## src/rtl/param_register_hist.sv

```systemverilog
// WIDTH-bit mode-controlled register with a DEPTH-entry change history.
// Optional parity output/checker enabled by defining PARAM_REG_PARITY_EN.
module param_register_hist #(
  parameter int WIDTH = 4,
  parameter int DEPTH = 4,
  parameter int SELW  = 2
) (
  input  logic             C,
  input  logic             Rn,
  input  logic [WIDTH-1:0] I,
  input  logic [2:0]       M,
  input  logic             SI,
  input  logic [SELW-1:0]  SEL,
  output logic [WIDTH-1:0] O,
  output logic [WIDTH-1:0] HO,
  output logic             HV,
  output logic [SELW:0]    HCNT,
  output logic             CHG
`ifdef PARAM_REG_PARITY_EN
  ,
  output logic             P,
  input  logic             PCHK,
  output logic             PERR
`endif
);

  localparam logic [2:0] MODE_HOLD = 3'b000;
  localparam logic [2:0] MODE_LOAD = 3'b001;
  localparam logic [2:0] MODE_SHL  = 3'b010;
  localparam logic [2:0] MODE_SHR  = 3'b011;
  localparam logic [2:0] MODE_ROL  = 3'b100;
  localparam logic [2:0] MODE_ROR  = 3'b101;
  localparam logic [2:0] MODE_INC  = 3'b110;
  localparam logic [2:0] MODE_CLR  = 3'b111;

  localparam logic [SELW:0] HCNT_MAX = (SELW+1)'(DEPTH);

  logic [WIDTH-1:0] next_o;
  logic             changed;
  logic [WIDTH-1:0] hist [DEPTH];

  always_comb begin
    next_o = O;
    case (M)
      MODE_HOLD: next_o = O;
      MODE_LOAD: next_o = I;
      MODE_SHL:  next_o = {O[WIDTH-2:0], SI};
      MODE_SHR:  next_o = {SI, O[WIDTH-1:1]};
      MODE_ROL:  next_o = {O[WIDTH-2:0], O[WIDTH-1]};
      MODE_ROR:  next_o = {O[0], O[WIDTH-1:1]};
      MODE_INC:  next_o = O + 1'b1;
      MODE_CLR:  next_o = '0;
      default:   next_o = O;
    endcase
  end

  assign changed = (next_o != O);

  // Only real value changes push the old word into history.
  always_ff @(posedge C or negedge Rn) begin
    if (!Rn) begin
      O    <= '0;
      CHG  <= 1'b0;
      HCNT <= '0;
      for (int k = 0; k < DEPTH; k++) hist[k] <= '0;
    end else begin
      O   <= next_o;
      CHG <= changed;
      if (changed) begin
        hist[0] <= O;
        for (int k = 1; k < DEPTH; k++) hist[k] <= hist[k-1];
        if (HCNT != HCNT_MAX) HCNT <= HCNT + 1'b1;
      end
    end
  end

  always_comb begin
    HO = '0;
    HV = 1'b0;
    if (({1'b0, SEL} < HCNT) && (int'(SEL) < DEPTH)) begin
      HO = hist[SEL];
      HV = 1'b1;
    end
  end

`ifdef PARAM_REG_PARITY_EN
  // PERR is sticky: once parity disagrees under PCHK it stays set until reset.
  always_ff @(posedge C or negedge Rn) begin
    if (!Rn) begin
      P    <= 1'b0;
      PERR <= 1'b0;
    end else begin
      P <= ^next_o;
      if (PCHK && ((^O) != P)) PERR <= 1'b1;
    end
  end
`endif

endmodule

```

## config.mk

```make
export PLATFORM = sky130hd
export DESIGN_NAME = param_register_hist
export DESIGN_NICKNAME = d
export VERILOG_FILES = /design/src/rtl/param_register_hist.sv
export SDC_FILE = /design/constraint.sdc
export NUM_CORES = 1
export LEC_CHECK = 0
export CAP_MARGIN = 20
export CORE_ASPECT_RATIO = 0.6
export CORE_MARGIN = 2
export CORE_UTILIZATION = 25
export DETAILED_ROUTE_END_ITERATION = 10
export PLACE_DENSITY = 0.53
export SYNTH_ARGS = -nofsm -noshare
export SYNTH_HDL_FRONTEND = slang
export SYNTH_SLANG_ARGS = --single-unit
```

## constraint.sdc

```tcl
create_clock -name C -period 6.7 [get_ports C]
set_clock_uncertainty 0.2 [all_clocks]
set_input_delay 2.01 -clock C [delete_from_list [all_inputs] [get_ports C]]
set_output_delay 2.01 -clock C [all_outputs]
set_load 0.05 [all_outputs]
```

==> impl_results.md <==
- P_leak: approximately 0.82 nW
- Fin. Hold Viols: 0
- Post-DRT Antenna Nets: 0
- Worst Setup End Kind: output port
- Top Metal Used: met3
- TNS Setup: 0 ps
- Port Buffers: 24
- Via count: about 1200
- 1st-iter DRT viols: 53
- GRT Util Overall: 0.107
- Critical Path Fanout Max: 5
- Layout filler cell count: around 640
- DRT Pass-1 Iters: 6
- Worst hold slack: just over 300 ps
- Routed WL: approximately 3500 um
- CP Launch Type: input pin
- Number of enable flip-flop cells after synthesis: 0
- Largest net degree at the start of global routing: 26
- Synth area leaders: dfrtp_1 (36%), mux2_4 (7.3%), mux2_2 (6.2%)
- WP data required: approximately 4500 ps
- Synth area leader: dfrtp_1
- Worst EP arrival: a little over 4000 ps
- Hold buffers post-CTS: 0
- Post-CTS Resized: 0
- FF+latch count, synth: 24
- Critical path class: input pin to output port
- Post-route core utilization: 0.317
- Final setup violation count: 0
- PD cells: 381 nW/um^2
- Die width: about 110 um
- Async set-or-reset flop fraction in the synthesized netlist: 1.00
- Synth cell count leaders: dfrtp_1 (24), a21oi_1 (9), mux2_2 (9)
- Synthesized area: around 1600 um^2
- Design area: approximately 2000 um^2
- Inst Count DP: 250
- Clock slew at reported path FFs: 80 ps
- Num CTS Buffers: 3
- Final Non-Filler Cells: approximately 250
- Layout cells sized above 1: 0.183
- Routability congestion estimate: between 0.8 and 0.9
- Critical path launch point: SEL[0]
- Pre-CTS setup slack: roughly 440 ps
- Largest buffer count on any clock path: 2
- RR Startpoint: O[1]$_DFF_PN0_
- Synth Warn #: 0
- Cells after synthesis: 149
- Total grt overflow: 0
- Clock root buffer: clkbuf_8
- Slew Limit Fails: 0
- Status: finished clean
- Clock sinks: 24
- Vias in the first global route: 1155
- Dpl cell area: just under 2000 um^2
- Worst-margin pin slew: around 790 ps
- Seq/Total Area, Yosys: 0.364
- Final min period: approximately 6200 ps
- Setup WS post-layout: about 450 ps
- Unrepaired setup endpoints after global routing: false
- Drt wl/cell: approximately 14 um
- Global-route wire length before repair: 6010 um
- Post-synth net total: approximately 170
- Post-synth top flop: dfrtp_1
- WL met3: ~250 um
- Post-DP HPWL: between 2000 and 3000 um
- Area Overhead vs Synth: 20.3%
- Initial core utilization: 0.264
- # Post-CTS Setup Buffers: 0
- H-tree Lvls: 1
- I/O pins: 25
- Met1 wire length: slightly below 2000 um
- Die area: roughly 7300 um^2
- Hold Crit Class: register to register
- Rows: 22
- Clk_lat worst skew: between 200 and 300 ps
- CTS tree: done
- Fin crit share: 0.932
- Design Power: 755 uW
- Length of routed met2 wiring: 1300 um
- Max transition margin: 0.471
- CP Capture Point: HO[0]
- Height of the die: 66.9 um
- Most common cell in the netlist: dfrtp_1
- Synthesized area per cell: about 11 um^2
- Share of the synthesized area in the top cell type: 0.364
- Initial antenna violation count: 0
- Final Net Count: roughly 190
- Max VDD drop: ~0.20 mV
- CORE AREA: 6250 um^2
- # Max-Cap Violations: 0
- Post-synthesis cell type count: 46
- Worst r2r path cells: 6
- Fmax: 160 MHz
- Inserted Diodes: 0
- R2r endpoint: hist[7]$_DFFE_PN0P_
- Reg2Reg Setup Slack: 3810 ps
- # DRC: 0
- Vias per std cell: ~4.8
final cells by class:
type | instances | area (um^2) | area share
multi-input combinational | 106 | 928 | 0.468
sequential | 24 | 601 | 0.303
timing repair buffer | 28 | 278 | 0.140
tap | 84 | 105 | 0.0530
clock buffer | 3 | 41.3 | 0.0208
inverter | 8 | 30.0 | 0.0151
power breakdown:
group,internal [mW],switching (mW),leakage [nW]
sequential,0.203,0.0577,0.280
clock,0.0402,0.0455,0.0216
combinational,0.189,0.220,0.517
placed cells by master, fill, tap and decap left out, drive strengths merged, types with 2 or more instances in the layout:
master / n
clkbuf: 3
a31oi: 3
buf: 4
a221oi: 3
ha: 4
mux4: 4
or3: 2
mux2i: 3
inv: 8
nor2: 8
or2b: 2
mux2: 19
a21oi: 9
nand2b: 3
nor2b: 6
clkdlybuf4s50: 24
nor3b: 2
nand2: 7
dfrtp: 24
a22o: 2
a2bb2oi: 2
o21ai: 6
nand3b: 2
sequential cells by signal, summed over array words and instances (netlist names):
register and cells:
hist 16, CHG 1, HCNT 3, O 4
critical path, cell delays in order:
cell and delay (ps):
clkdlybuf4s50_1 660, mux4_2 540, nor2b_1 140, clkdlybuf4s50_1 690
worst min path at each step:
| stage | start | endpoint | depth (start not counted) | slack (ps) |
|---|---|---|---|---|
| 6_report | hist[0]$_DFFE_PN0P_ | hist[0]$_DFFE_PN0P_ | 1 | 310 |
| 5_1_grt | hist[2]$_DFFE_PN0P_ | hist[2]$_DFFE_PN0P_ | 1 | 330 |
| 4_1_cts | hist[2]$_DFFE_PN0P_ | hist[2]$_DFFE_PN0P_ | 1 | 320 |
| 3_5_place_dp | hist[2]$_DFFE_PN0P_ | hist[2]$_DFFE_PN0P_ | 1 | 300 |
| 3_3_place_gp | hist[1]$_DFFE_PN0P_ | hist[1]$_DFFE_PN0P_ | 1 | 290 |
| 2_1_floorplan | hist[0]$_DFFE_PN0P_ | hist[0]$_DFFE_PN0P_ | 1 | 280 |
kinds of logic (layout without fill, tap and decap cells):
group,Yosys count,count (layout),share of synthesized area
XOR/XNOR,2,2,0.0106
AND/OR/NAND/NOR,38,38,0.139
adder cells (fa/ha/maj),4,4,0.0304
multiplexers,26,26,0.221
AO/OA/AOI/OAI,36,36,0.163
buffers and inverters,19,39,0.0721
flip-flops,24,24,0.364
metal layers:
metal  vias up  GRT usage
met1       578      0.168
met3         0     0.0440
met2        35      0.138
met4         0    0.00481
met5         -          0
li1        591          -
(Power assumes the default switching activity.)
